===== config.mk =====
export PLATFORM = sky130hd
export DESIGN_NAME = multiplier_control
export DESIGN_NICKNAME = d
export VERILOG_FILES = /design/src/rtl/multiplier_control.sv
export SDC_FILE = /design/constraint.sdc
export NUM_CORES = 1
export LEC_CHECK = 0
export CORE_AREA = 2 2 39 41
export CTS_BUF_LIST = sky130_fd_sc_hd__clkbuf_2
export DETAILED_ROUTE_END_ITERATION = 10
export DIE_AREA = 0 0 41 43
export MAX_ROUTING_LAYER = met4
export PLACE_DENSITY_LB_ADDON = 0.1
export SYNTH_ARGS = -nofsm -noshare
export SYNTH_HDL_FRONTEND = slang
export SYNTH_SLANG_ARGS = --single-unit

===== constraint.sdc =====
create_clock -name Clk -period 1.3 [get_ports Clk]
set_clock_uncertainty 0.1 [all_clocks]
set_input_delay 0.26 -clock Clk [delete_from_list [all_inputs] [get_ports Clk]]
set_output_delay 0.26 -clock Clk [all_outputs]
set_load 0.005 [all_outputs]

===== src/rtl/multiplier_control.sv =====
// Sequencing FSM for the signed shift-add multiplier: clear, WIDTH add/shift steps, then done.
// Define MULT_CTRL_AUTO_CLEAR_EN to clear A/X before each multiply; otherwise A/X accumulate.
module multiplier_control #(
    parameter int unsigned WIDTH = 8,
    localparam int unsigned CW = $clog2(WIDTH)
) (
    input  logic          Clk,
    input  logic          Reset,
    input  logic          run_i,
    input  logic          m_i,
    output logic          clear_a_o,
    output logic          load_a_o,
    output logic          shift_o,
    output logic          fn_o,
    output logic          busy_o,
    output logic          done_o,
    output logic [CW-1:0] iter_o
);

    typedef enum logic [2:0] {
        StIdle,
        StClear,
        StAdd,
        StShift,
        StDone
    } state_e;

    state_e        state_q, state_d;
    logic [CW-1:0] cnt_q, cnt_d;
    logic          last_iter;

    assign last_iter = (cnt_q == CW'(WIDTH - 1));
    assign iter_o    = cnt_q;

    always_ff @(posedge Clk or posedge Reset) begin
        if (Reset) begin
            state_q <= StIdle;
            cnt_q   <= '0;
        end else begin
            state_q <= state_d;
            cnt_q   <= cnt_d;
        end
    end

    always_comb begin
        state_d   = state_q;
        cnt_d     = cnt_q;
        clear_a_o = 1'b0;
        load_a_o  = 1'b0;
        shift_o   = 1'b0;
        fn_o      = 1'b0;
        busy_o    = 1'b0;
        done_o    = 1'b0;
        case (state_q)
            StIdle: begin
                cnt_d = '0;
                if (run_i) begin
`ifdef MULT_CTRL_AUTO_CLEAR_EN
                    state_d = StClear;
`else
                    state_d = StAdd;
`endif
                end
            end
`ifdef MULT_CTRL_AUTO_CLEAR_EN
            StClear: begin
                clear_a_o = 1'b1;
                busy_o    = 1'b1;
                cnt_d     = '0;
                state_d   = StAdd;
            end
`endif
            StAdd: begin
                busy_o   = 1'b1;
                load_a_o = m_i;
                // Last partial product has negative weight: subtract it.
                fn_o     = last_iter;
                state_d  = StShift;
            end
            StShift: begin
                busy_o  = 1'b1;
                shift_o = 1'b1;
                if (last_iter) begin
                    cnt_d   = '0;
                    state_d = StDone;
                end else begin
                    cnt_d   = cnt_q + CW'(1);
                    state_d = StAdd;
                end
            end
            StDone: begin
                done_o = 1'b1;
                cnt_d  = '0;
                if (!run_i) state_d = StIdle;
            end
            default: begin
                cnt_d   = '0;
                state_d = StIdle;
            end
        endcase
    end

endmodule


==> results.sh, run 1 <==
export IMPL_status="finished, violations left"
export IMPL_violations="negative setup slack"
export IMPL_setup_slack_ns=-0.296
export IMPL_pwr_share_seq_pct=26.6
export IMPL_hold_viol_final=0
export IMPL_dp_slack_ns=-0.474
export IMPL_setup_viol=11
export IMPL_cts_root_buffer="clkbuf_2"
export IMPL_fmax_mhz=627
export IMPL_cts_tree="done"
export IMPL_critical_path_arrival_ns=1.24
export IMPL_p_sw_share_pct=35.6
export IMPL_finalCritPeriodShare_pct=123
export IMPL_utilization_pct=42.6
export IMPL_viasPerCell=4.35
export IMPL_ys_seq_area_share_pct=46.0
export IMPL_nNetsFinal=64
export IMPL_numCtsBuffers=3
export IMPL_p_sw_mw=0.469
export IMPL_hpwl_um=589
export IMPL_port_buffers=11
export IMPL_peakVddDrop_v=0.000987
export IMPL_min_path_type="in2async"
export IMPL_dieArea_um2=1760
export IMPL_route_detailed_drc=0
export IMPL_ios=13
export IMPL_fin_hold_ws_ns=0.160
export IMPL_crit_fanout=2
export IMPL_synth_cells=31
export IMPL_internal_power_mw=0.847
export IMPL_grt_overflow=0
export IMPL_die_y_um=43
export IMPL_clk_pin_slew_ns=0.06
export IMPL_cts_sinks=6
export IMPL_endpoint_kind="output pin"
export IMPL_grt_usage_pct=12.1
export IMPL_grt_pass1_vias=322
export IMPL_avgSynthCellArea_um2=10.5
export IMPL_place_area_um2=502
export IMPL_synthToLayoutAreaGrowth_pct=80.5
export IMPL_critical_path_class="reg2out"
export IMPL_htreeDepth=1
export IMPL_rows=14
export IMPL_clk_latency_ns=0.22
export IMPL_finalWeightedCongestion=0.681
export IMPL_drt_pass1_iter_count=1
export IMPL_fp_dieW_um=41
export IMPL_ant_nets=0
export IMPL_cap_violations=0
export IMPL_clkPwrFrac_pct=9.7
export IMPL_ys_warn_count=0
export IMPL_synth_cell_types=18
export IMPL_grt_max_degree=8
export IMPL_num_vias=313
export IMPL_avgRoutedWirePerCell_um=11.5
export IMPL_initial_core_util_pct=23.6
export IMPL_antenna_found_initial=0
export IMPL_powerDensity_nw_per_um2=2230
export IMPL_rsz0062_at_grt="yes"
export IMPL_power_frac_comb_pct=63.8
export IMPL_drtIter0Drc=0
export IMPL_drv_slew=0
export IMPL_coreArea_um2=1380
export IMPL_required_ns=0.94
export IMPL_fin_area_um2=589
export IMPL_post_route_min_period_ns=1.60
export IMPL_cts_buffer_depth=2
export IMPL_start_kind="flop"
export IMPL_n_antenna_cell=0
export IMPL_synth_area_um2=327
export IMPL_synth_seq_cells=6
export IMPL_finalPower_mw=1.32
export IMPL_syn_num_nets=37
export IMPL_wl_um=827
export IMPL_leakage_nw=0.275
export IMPL_drive_gt1_share_pct=64.3
export IMPL_grt_pass1_wl_um=1340
## worst paths after layout
check | slack, ns | start | end | cells past startpoint
hold / removal | 0.16 | Reset | iter_o[0] | 2
hold reg to reg | 0.44 | state_q[2] | state_q[1] | 2
min in group Clk | 0.44 | state_q[2] | state_q[1] | 2
setup / recovery | -0.30 | iter_o[0] | fn_o | 4
setup reg to reg | -0.24 | iter_o[0] | iter_o[0] | 5
max in group asynchronous | 0.71 | Reset | state_q[0] | 2
## sequential cells by signal, summed over array words and instances (netlist names)
name,cells
state_q,3
iter_o,3
## stage by stage
step	TNS [ns]	cells
after floorplan	-0.0742	31
after global placement	-1.85	63
after detailed placement	-1.99	63
after CTS	-1.29	70
after global routing	-1.98	72
final	-1.32	72
## cell families after synthesis
group                      synth area share (%)
adders and majority gates                  7.66
and+or+nand+nor                            26.1
DFF                                        46.0
other                                      1.15
buffers and inverters                      6.13
muxes                                      3.07
AOI/OAI and AO/OA                          9.96
## power groups by stage
stage / registers (mW) / clock network (mW) / logic (mW)
after floorplan: 0.334 / 0 / 0.306
after global placement: 0.340 / 0 / 0.657
after detailed placement: 0.346 / 0 / 0.678
after CTS: 0.347 / 0.136 / 0.754
after global routing: 0.361 / 0.151 / 0.926
final: 0.350 / 0.127 / 0.839
## routing by layer
layer	wire length, um	vias to the layer above	global-route usage, %
li1	-	155	-
met1	325	150	12.8
met2	458	8	18.8
met3	44	0	7.85
met4	0	0	2.00
met5	0	-	-
## repair_timing
action | in CTS | in global routing
endpoints found under the setup margin | 12 | 10
pin swaps | 4 | 2
buffers inserted | 5 | 2
resized for setup | 38 | 4
hold buffers | 0 | 0
## worst max-delay path: stages, from the launching register on
cell and delay (ns):
dfrtp_1 0.39, ha_2 0.20, ha_4 0.16, nor3b_2 0.14, buf_2 0.12
## cell type report
type,instances,area [um^2]
multi-input combinational,21,200
clock buffer,3,15.0
sequential,6,153
fill,139,795
inverter,2,7.51
timing repair buffer,24,194
tap,16,20.0
## placed cells by master, fill, tap and decap left out
| cell type | n |
|---|---|
| nand3b_1 | 1 |
| mux2i_1 | 1 |
| o21bai_1 | 1 |
| buf_6 | 3 |
| buf_2 | 5 |
| ha_2 | 1 |
| nor3b_1 | 1 |
| and2_1 | 1 |
| nand2b_4 | 2 |
| inv_2 | 1 |
| clkbuf_2 | 3 |
| nor3b_2 | 2 |
| or3b_1 | 1 |
| a21oi_2 | 3 |
| nand2b_1 | 2 |
| dfrtp_1 | 4 |
| clkdlybuf4s50_1 | 3 |
| a32o_1 | 1 |
| buf_4 | 11 |
| dfrtp_2 | 2 |
| ha_4 | 1 |
| inv_1 | 1 |
| nor2_1 | 2 |
| clkdlybuf4s15_2 | 2 |
| conb_1 | 1 |
## synth_stat cells, drive strengths merged
cell type	instances	area [um^2]
nand2b	4	32.5
inv	2	7.50
buf	2	12.5
mux2i	1	10.0
and2	1	6.26
a32o	1	10.0
a21oi	3	15.0
or3b	1	8.76
nor3b	3	22.5
conb	1	3.75
dfrtp	6	150
nand3b	1	7.51
nor2	2	7.51
o21bai	1	7.51
ha	2	25.0
Note: power is estimated with default switching activity, not from simulation.
==> run 2, diff against run 1 <==
Settings changed: CTS_CLUSTER_SIZE set to 16.
==> results of run 2 <==
Same layout as run 1: the final DEF is identical, and so are final timing and power.
